<file path="config.mk">
export PLATFORM = sky130hd
export DESIGN_NAME = tlul_host_bridge_flat
export DESIGN_NICKNAME = d
export VERILOG_FILES = /design/src/rtl/tlul_host_bridge_pkg.sv /design/src/rtl/tlul_pkg.sv /design/src/rtl/tlul_host_bridge_if.sv /design/src/rtl/tlul_host_rsp_buf.sv /design/src/rtl/tlul_host_bridge.sv /design/src/flat_wrapper.sv
export SDC_FILE = /design/constraint.sdc
export NUM_CORES = 1
export LEC_CHECK = 0
export CORE_MARGIN = 3
export CORE_UTILIZATION = 40
export DETAILED_ROUTE_END_ITERATION = 10
export PLACE_DENSITY = 0.81
export SYNTH_ARGS = -nofsm -noshare
export SYNTH_HDL_FRONTEND = slang
export SYNTH_SLANG_ARGS = --single-unit
</file>
<file path="constraint.sdc">
create_clock -name clk_i -period 2.9 [get_ports clk_i]
set_clock_uncertainty 0.15 [all_clocks]
set_input_delay 0.29 -clock clk_i [delete_from_list [all_inputs] [get_ports clk_i]]
set_output_delay 0.29 -clock clk_i [all_outputs]
set_load 0.05 [all_outputs]
</file>
<file path="src/rtl/tlul_host_bridge_pkg.sv">
// Constants and helpers for the req/gnt to TL-UL host bridge.
package tlul_host_bridge_pkg;

    localparam logic [15:0] HostAUserDefault = 16'h0000;

    // Non-zero masks whose set bits form one contiguous run.
    function automatic logic mask_legal(logic [3:0] be);
        logic ok;
        unique case (be)
            4'b0001, 4'b0010, 4'b0100, 4'b1000,
            4'b0011, 4'b0110, 4'b1100,
            4'b0111, 4'b1110, 4'b1111: ok = 1'b1;
            default:                   ok = 1'b0;
        endcase
        return ok;
    endfunction

endpackage

</file>
<file path="src/rtl/tlul_pkg.sv">
// TL-UL bus types shared by hosts and devices on tl_xbar_main.
package tlul_pkg;

    typedef enum logic [2:0] {
        PutFullData    = 3'h0,
        PutPartialData = 3'h1,
        Get            = 3'h4
    } tl_a_op_e;

    typedef enum logic [2:0] {
        AccessAck     = 3'h0,
        AccessAckData = 3'h1
    } tl_d_op_e;

    typedef struct packed {
        logic        a_valid;
        tl_a_op_e    a_opcode;
        logic [2:0]  a_param;
        logic [1:0]  a_size;
        logic [7:0]  a_source;
        logic [31:0] a_address;
        logic [3:0]  a_mask;
        logic [31:0] a_data;
        logic [15:0] a_user;
        logic        d_ready;
    } tl_h2d_t;

    typedef struct packed {
        logic        d_valid;
        tl_d_op_e    d_opcode;
        logic [2:0]  d_param;
        logic [1:0]  d_size;
        logic [7:0]  d_source;
        logic        d_sink;
        logic [31:0] d_data;
        logic [15:0] d_user;
        logic        d_error;
        logic        a_ready;
    } tl_d2h_t;

endpackage

</file>
<file path="src/rtl/tlul_host_bridge_if.sv">
// Local req/gnt/rvalid memory port; names follow the bridge's point of view.
interface tlul_host_bridge_if;

    logic        req_i;
    logic        gnt_o;
    logic        we_i;
    logic [31:0] addr_i;
    logic [31:0] wdata_i;
    logic [3:0]  be_i;
    logic        rvalid_o;
    logic [31:0] rdata_o;
    logic        err_o;

    modport master (
        output req_i, we_i, addr_i, wdata_i, be_i,
        input  gnt_o, rvalid_o, rdata_o, err_o
    );

    modport slave (
        input  req_i, we_i, addr_i, wdata_i, be_i,
        output gnt_o, rvalid_o, rdata_o, err_o
    );

endinterface

</file>
<file path="src/rtl/tlul_host_rsp_buf.sv">
// Reorder buffer: slots allocated in issue order, filled by source index, retired in order.
module tlul_host_rsp_buf #(
    parameter int unsigned MaxOutstanding = 2,
    parameter int unsigned SourceBase     = 0,
    localparam int unsigned PtrW = (MaxOutstanding > 1) ? $clog2(MaxOutstanding) : 1,
    localparam int unsigned CntW = $clog2(MaxOutstanding + 1)
) (
    input  logic            clk_i,
    input  logic            rst_ni,
    input  logic            alloc_i,
    input  logic            alloc_we_i,
    input  logic            alloc_err_i,
    input  logic            fill_i,
    input  logic [7:0]      fill_source_i,
    input  logic [31:0]     fill_data_i,
    input  logic            fill_err_i,
    output logic [PtrW-1:0] issue_ptr_o,
    output logic [CntW-1:0] count_o,
    output logic            rvalid_o,
    output logic [31:0]     rdata_o,
    output logic            err_o,
    output logic            unexp_rsp_o
);

    localparam logic [PtrW-1:0] LastPtr = PtrW'(MaxOutstanding - 1);

    logic [MaxOutstanding-1:0] slot_valid_q, slot_valid_d;
    logic [MaxOutstanding-1:0] slot_done_q, slot_done_d;
    logic [MaxOutstanding-1:0] slot_we_q, slot_we_d;
    logic [MaxOutstanding-1:0] slot_err_q, slot_err_d;
    logic [31:0]               slot_data_q [MaxOutstanding];
    logic [31:0]               slot_data_d [MaxOutstanding];

    logic [PtrW-1:0] issue_ptr_q, issue_ptr_d;
    logic [PtrW-1:0] retire_ptr_q, retire_ptr_d;
    logic [CntW-1:0] count_q, count_d;
    logic            rsp_valid_q, rsp_valid_d;
    logic [31:0]     rsp_data_q, rsp_data_d;
    logic            rsp_err_q, rsp_err_d;
    logic            unexp_q, unexp_d;

    logic [31:0]     fill_idx;
    logic [PtrW-1:0] fill_slot;
    logic            fill_ok;
    logic            retire;

    function automatic logic [PtrW-1:0] ptr_inc(logic [PtrW-1:0] p);
        return (p == LastPtr) ? '0 : p + PtrW'(1);
    endfunction

    // Sources below SourceBase wrap to a huge index and are rejected as out of range.
    assign fill_idx  = 32'(fill_source_i) - SourceBase;
    assign fill_slot = fill_idx[PtrW-1:0];
    assign fill_ok   = fill_i && (fill_idx < MaxOutstanding) &&
                       slot_valid_q[fill_slot] && !slot_done_q[fill_slot];

    // A beat for the oldest slot retires straight away so the response costs one cycle.
    assign retire = slot_valid_q[retire_ptr_q] &&
                    (slot_done_q[retire_ptr_q] || (fill_ok && fill_slot == retire_ptr_q));

    always_comb begin
        slot_valid_d = slot_valid_q;
        slot_done_d  = slot_done_q;
        slot_we_d    = slot_we_q;
        slot_err_d   = slot_err_q;
        slot_data_d  = slot_data_q;
        issue_ptr_d  = issue_ptr_q;
        retire_ptr_d = retire_ptr_q;
        count_d      = count_q;
        rsp_valid_d  = 1'b0;
        rsp_data_d   = '0;
        rsp_err_d    = 1'b0;
        unexp_d      = unexp_q;

        if (fill_i && !fill_ok) begin
            unexp_d = 1'b1;
        end

        if (fill_ok) begin
            slot_done_d[fill_slot] = 1'b1;
            slot_data_d[fill_slot] = slot_we_q[fill_slot] ? '0 : fill_data_i;
            slot_err_d[fill_slot]  = fill_err_i;
        end

        if (retire) begin
            rsp_valid_d                = 1'b1;
            rsp_data_d                 = slot_data_d[retire_ptr_q];
            rsp_err_d                  = slot_err_d[retire_ptr_q];
            slot_valid_d[retire_ptr_q] = 1'b0;
            slot_done_d[retire_ptr_q]  = 1'b0;
            retire_ptr_d               = ptr_inc(retire_ptr_q);
        end

        // Rejected requests are born done so they still retire in issue order.
        if (alloc_i) begin
            slot_valid_d[issue_ptr_q] = 1'b1;
            slot_we_d[issue_ptr_q]    = alloc_we_i;
            slot_done_d[issue_ptr_q]  = alloc_err_i;
            slot_err_d[issue_ptr_q]   = alloc_err_i;
            slot_data_d[issue_ptr_q]  = '0;
            issue_ptr_d               = ptr_inc(issue_ptr_q);
        end

        if (alloc_i && !retire) begin
            count_d = count_q + CntW'(1);
        end else if (!alloc_i && retire) begin
            count_d = count_q - CntW'(1);
        end
    end

    always_ff @(posedge clk_i) begin
        if (!rst_ni) begin
            slot_valid_q <= '0;
            slot_done_q  <= '0;
            slot_we_q    <= '0;
            slot_err_q   <= '0;
            for (int i = 0; i < MaxOutstanding; i++) begin
                slot_data_q[i] <= '0;
            end
            issue_ptr_q  <= '0;
            retire_ptr_q <= '0;
            count_q      <= '0;
            rsp_valid_q  <= 1'b0;
            rsp_data_q   <= '0;
            rsp_err_q    <= 1'b0;
            unexp_q      <= 1'b0;
        end else begin
            slot_valid_q <= slot_valid_d;
            slot_done_q  <= slot_done_d;
            slot_we_q    <= slot_we_d;
            slot_err_q   <= slot_err_d;
            for (int i = 0; i < MaxOutstanding; i++) begin
                slot_data_q[i] <= slot_data_d[i];
            end
            issue_ptr_q  <= issue_ptr_d;
            retire_ptr_q <= retire_ptr_d;
            count_q      <= count_d;
            rsp_valid_q  <= rsp_valid_d;
            rsp_data_q   <= rsp_data_d;
            rsp_err_q    <= rsp_err_d;
            unexp_q      <= unexp_d;
        end
    end

    assign issue_ptr_o = issue_ptr_q;
    assign count_o     = count_q;
    assign rvalid_o    = rsp_valid_q;
    assign rdata_o     = rsp_data_q;
    assign err_o       = rsp_err_q;
    assign unexp_rsp_o = unexp_q;

endmodule

</file>
<file path="src/rtl/tlul_host_bridge.sv">
// TL-UL host bridge: local req/gnt port in, TL-UL A/D channels out, responses in issue order.
// Optional request legality checking is enabled by defining TLUL_HOST_ALIGN_CHECK_EN.
module tlul_host_bridge
    import tlul_pkg::*;
    import tlul_host_bridge_pkg::*;
#(
    parameter int unsigned MaxOutstanding = 2,
    parameter int unsigned SourceBase     = 0
) (
    input  logic              clk_i,
    input  logic              rst_ni,
    tlul_host_bridge_if.slave host,
    output tl_h2d_t           tl_o,
    input  tl_d2h_t           tl_i
);

    localparam int unsigned PtrW = (MaxOutstanding > 1) ? $clog2(MaxOutstanding) : 1;
    localparam int unsigned CntW = $clog2(MaxOutstanding + 1);

    logic [PtrW-1:0] issue_ptr;
    logic [CntW-1:0] count;
    logic            full;
    logic            space;
    logic            illegal;
    logic            send;
    logic            unexp_rsp;
    logic            unused_sig;

`ifdef TLUL_HOST_ALIGN_CHECK_EN
    assign illegal = (host.addr_i[1:0] != 2'b00) || !mask_legal(host.be_i);
`else
    assign illegal = 1'b0;
`endif

    assign full  = (count == CntW'(MaxOutstanding));
    assign space = rst_ni && !full;
    assign send  = host.req_i && space && !illegal;

    // Illegal requests are granted locally without waiting on the bus.
    assign host.gnt_o = host.req_i && space && (illegal || tl_i.a_ready);

    always_comb begin
        tl_o           = '0;
        tl_o.d_ready   = 1'b1;
        tl_o.a_valid   = send;
        tl_o.a_opcode  = Get;
        tl_o.a_param   = 3'd0;
        tl_o.a_size    = 2'd2;
        tl_o.a_source  = 8'(SourceBase + 32'(issue_ptr));
        tl_o.a_address = {host.addr_i[31:2], 2'b00};
        tl_o.a_mask    = 4'hF;
        tl_o.a_user    = HostAUserDefault;
        if (host.we_i) begin
            if (host.be_i == 4'hF) begin
                tl_o.a_opcode = PutFullData;
            end else begin
                tl_o.a_opcode = PutPartialData;
            end
            tl_o.a_mask = host.be_i;
            tl_o.a_data = host.wdata_i;
        end
    end

    tlul_host_rsp_buf #(
        .MaxOutstanding (MaxOutstanding),
        .SourceBase     (SourceBase)
    ) u_rsp_buf (
        .clk_i         (clk_i),
        .rst_ni        (rst_ni),
        .alloc_i       (host.gnt_o),
        .alloc_we_i    (host.we_i),
        .alloc_err_i   (illegal),
        .fill_i        (tl_i.d_valid),
        .fill_source_i (tl_i.d_source),
        .fill_data_i   (tl_i.d_data),
        .fill_err_i    (tl_i.d_error),
        .issue_ptr_o   (issue_ptr),
        .count_o       (count),
        .rvalid_o      (host.rvalid_o),
        .rdata_o       (host.rdata_o),
        .err_o         (host.err_o),
        .unexp_rsp_o   (unexp_rsp)
    );

    // D-channel sideband and the byte offset carry nothing the bridge needs.
    assign unused_sig = ^{tl_i.d_opcode, tl_i.d_param, tl_i.d_size, tl_i.d_sink,
                          tl_i.d_user, host.addr_i[1:0], unexp_rsp};

endmodule
</file>
<file path="src/flat_wrapper.sv">
// flat-port wrapper written by rule: the top's interface ports become plain ports
module tlul_host_bridge_flat import tlul_pkg::*; import tlul_host_bridge_pkg::*;
#(
    parameter int unsigned MaxOutstanding = 2,
    parameter int unsigned SourceBase     = 0
)
  (clk_i, rst_ni, tl_o, tl_i, host_req_i, host_we_i, host_addr_i, host_wdata_i, host_be_i, host_gnt_o, host_rvalid_o, host_rdata_o, host_err_o);
  tlul_host_bridge_if host_i ();
  input  logic clk_i;
  input  logic rst_ni;
  output tl_h2d_t tl_o;
  input  tl_d2h_t tl_i;
  input wire logic [$bits(host_i.req_i)-1:0] host_req_i;
  input wire logic [$bits(host_i.we_i)-1:0] host_we_i;
  input wire logic [$bits(host_i.addr_i)-1:0] host_addr_i;
  input wire logic [$bits(host_i.wdata_i)-1:0] host_wdata_i;
  input wire logic [$bits(host_i.be_i)-1:0] host_be_i;
  output wire logic [$bits(host_i.gnt_o)-1:0] host_gnt_o;
  output wire logic [$bits(host_i.rvalid_o)-1:0] host_rvalid_o;
  output wire logic [$bits(host_i.rdata_o)-1:0] host_rdata_o;
  output wire logic [$bits(host_i.err_o)-1:0] host_err_o;
  assign host_i.req_i = host_req_i;
  assign host_i.we_i = host_we_i;
  assign host_i.addr_i = host_addr_i;
  assign host_i.wdata_i = host_wdata_i;
  assign host_i.be_i = host_be_i;
  assign host_gnt_o = host_i.gnt_o;
  assign host_rvalid_o = host_i.rvalid_o;
  assign host_rdata_o = host_i.rdata_o;
  assign host_err_o = host_i.err_o;
  tlul_host_bridge #(.MaxOutstanding(MaxOutstanding), .SourceBase(SourceBase)) u_core (.clk_i(clk_i), .rst_ni(rst_ni), .host(host_i), .tl_o(tl_o), .tl_i(tl_i));
endmodule
</file>
==> out/qor.csv <==
stage,metric,value,unit
timing,RSZ-0062 raised after global routing,false,
critical_path,worst reg2reg path depth,6,
routing,Routed WL,14.6,mm
synth,synth top area cells,"dfxtp_1 41%, buf_4 9.0%, a22oi_2 6.9%",
floorplan,row count,41,
clocking,CTS max path bufs,2,
timing,final period utilization,84.5,%
routing,# DRC,0,
power,Pwr Density,459,nW/um^2
clocking,# H-tree levels,3,
worst_hold_path,worst hold endpoint,u_core.u_rsp_buf.rdata_o[8],
power,Max VDD drop,319,uV
critical_path,"Max FO, Critical Path",3,
synth,Avg Synthesized Cell Area,8.66,um^2
run,max-cap viol count,0,
grt,first-pass GRT wire length,23.1,mm
cells_and_area,Util after Layout,58.0,%
cells_and_area,nets,877,
worst_hold_path,Hold Path Cell Cnt,2,
synth,synth cell count leaders,"110 x dfxtp_1, 99 x nand2_1, 71 x a21oi_1, 68 x nand3_1, 65 x buf_4",
clocking,setup bufs post-CTS,0,
grt,GRT met1 Usage,23.7,%
routing,"antenna viol nets, final",0,
timing,setup violators final,0,
cells_and_area,share of post-route cells with drive strength above 1,21.2,%
synth,async set-reset flop share out of synthesis,0,%
synth,"Warnings, synthesis",0,
synth,Yosys top cell area share,40.8,%
routing,average wire per standard cell,16.0,um
grt,met2 usage,33.5,%
cells_and_area,Final Cell Area,7490,um^2
synth,Seq cells post-synth,110,
placement,Post-DP Area,7180,um^2
worst_hold_path,Hold WC Path Type,register to register,
critical_path,reg2reg end,u_core.u_rsp_buf.count_o[1],
floorplan,Die Footprint,14900,um^2
placement,GP Congestion,0.780,
critical_path,type of origin of the critical path,primary input,
critical_path,Worst R2R Start,u_core.u_rsp_buf.slot_done_q[0],
grt,GRT overflow,0,
critical_path,Crit path arrival time,2.58,ns
worst_hold_path,hold path start,u_core.u_rsp_buf.slot_data_q[40],
timing,minimum clock period,2.45,ns
routing,DR pass1 iterations,5,
placement,port bufs,157,
routing,number of DRC markers in iteration 0,487,
clocking,Worst-path clk slew,0.08,ns
synth,synth unique cells,51,
synth,ys flop type,dfxtp_1,
grt,vias in the first global route,4559,
clocking,Hold Buf Count CTS,0,
synth,most frequent cell after synthesis,dfxtp_1,
placement,# placed instances,897,
timing,Rel. slew slack,33.8,%
grt,antenna violations before repair,0,
routing,vias,4759,
synth,cells after synthesis,624,
synth,Post-synth EDFFs,0,
critical_path,critical path required time,3.03,ns
clocking,CTS resizes,0,
timing,Tightest Pin Transition,0.992,ns
critical_path,crit end category,register,
timing,"Slew Viols, Final",0,
cells_and_area,layout overhead on the synthesized area,38.7,%
floorplan,DIE HEIGHT,122,um
synth,sequential-to-total area share from yosys stat,40.8,%
timing,fmax,408,MHz
floorplan,boundary pin count,277,
grt,met3 Use GR,4.10,%
outcome,outcome,"finished, final reports clean",
critical_path,FF-to-FF setup slack,0.51,ns
timing,sum of negative setup slack,0,ns
placement,post-DP HPWL,10.3,mm
synth,Mapped Area,5400,um^2
floorplan,initial core utilization,41.8,%
power,leakage,2.48,nW
cells_and_area,ANT cells,0,
grt,largest net degree at the start of global routing,35,
clocking,cts bufs inserted,9,
synth,dominant cell type by area after synthesis,dfxtp_1,
critical_path,Crit Path Category,primary input to register,
clocking,clk sinks,110,
floorplan,core area,12900,um^2
grt,GRT Util Overall,19.5,%
floorplan,Die W,122,um
clocking,CTS tree,yes,
timing,final hold violation count,0,
clocking,clock latency on the worst-skew pair,0.35,ns
clocking,clock root buffer,clkbuf_16,
grt,gr busiest metal,met2,
cells_and_area,Final Non-Filler Cells,913,
routing,via/cell ratio,5.21,
-- cell usage in the layout (no fill, tap or decap), types with 3 or more instances in the layout --
cell type        count
o21ai_0              7
clkdlybuf4s50_1    117
nor2_1               7
buf_12              39
a21oi_1             71
nand2b_1             6
clkbuf_16            9
a21oi_2             30
nand2_1             99
a311oi_1             3
and2_1              32
a22oi_2             30
dfxtp_1            110
nor3b_1              3
nand3_1             68
inv_6                3
buf_4               25
conb_1              32
inv_1                8
-- area by class of cell --
| type | instances | area [um^2] |
|---|---|---|
| Clock buffer | 9 | 225 |
| Clock inverter | 7 | 90.1 |
| Fill cell | 1121 | 5430 |
| Inverter | 9 | 33.8 |
| Multi-Input combinational cell | 425 | 2590 |
| Sequential cell | 110 | 2200 |
| Tap cell | 172 | 215 |
| Timing Repair Buffer | 181 | 2140 |
-- where the power goes --
part           internal, mW  total, mW  switching (mW)
Combinational         0.254      0.633           0.378
Sequential             1.52       1.52         0.00864
Clock                 0.690       1.28           0.590
Total                  2.46       3.44           0.977
-- worst max path at each step --
stage | startpoint | end | slack (ns) | cells after the start
after floorplan | u_core.u_rsp_buf.slot_done_q[0] | u_core.u_rsp_buf.count_o[1] | 0.54 | 6
after global placement | tl_i[57] | u_core.u_rsp_buf.count_o[1] | 0.09 | 7
after detailed placement | tl_i[57] | u_core.u_rsp_buf.count_o[1] | 0.08 | 7
after CTS | tl_i[57] | u_core.u_rsp_buf.count_o[1] | 0.45 | 7
after global routing | tl_i[57] | u_core.u_rsp_buf.count_o[1] | 0.41 | 7
final | tl_i[57] | u_core.u_rsp_buf.count_o[1] | 0.45 | 7
-- critical path, cell delays in order --
cell,delay (ns)
clkdlybuf4s50_1,0.42
or4_1,0.68
a211oi_4,0.23
o22ai_1,0.13
ha_1,0.32
or3_1,0.37
a21oi_1,0.14
-- logic make-up after synthesis --
kind of cell | after synthesis | share of synthesized area (%)
XOR/XNOR | 3 | 0.486
other | 2 | 0.139
flip-flops | 110 | 40.8
adder cells (fa/ha/maj) | 1 | 0.232
AND/OR/NAND/NOR | 230 | 20.9
multiplexers | 2 | 0.394
buffers and inverters | 119 | 14.6
AO/OA/AOI/OAI | 157 | 22.5
-- registers in the layout, indices dropped and copies added (netlist names) --
name	count
u_core.u_rsp_buf.slot_we_q	2
u_core.u_rsp_buf.err_o	1
u_core.u_rsp_buf.retire_ptr_q	1
u_core.u_rsp_buf.rvalid_o	1
u_core.u_rsp_buf.issue_ptr_o	1
u_core.u_rsp_buf.slot_done_q	2
u_core.u_rsp_buf.count_o	2
u_core.u_rsp_buf.rdata_o	32
u_core.u_rsp_buf.slot_err_q	2
u_core.u_rsp_buf.slot_data_q	64
u_core.u_rsp_buf.slot_valid_q	2
-- layer usage --
metal	wire [um]	vias to the layer above
met3	1030	34
met2	7400	210
met5	0	-
li1	-	2270
met4	445	0
met1	5750	2245
-- stage by stage --
stage,hold slack [ns],setup slack (ns),power (mW)
floorplan,0.282,0.537,2.04
global placement,0.292,0.0860,2.19
detailed placement,0.294,0.0818,2.19
CTS,0.305,0.453,3.45
global route,0.324,0.409,3.54
finish,0.302,0.450,3.44
Note: power is estimated with default switching activity, not from simulation.
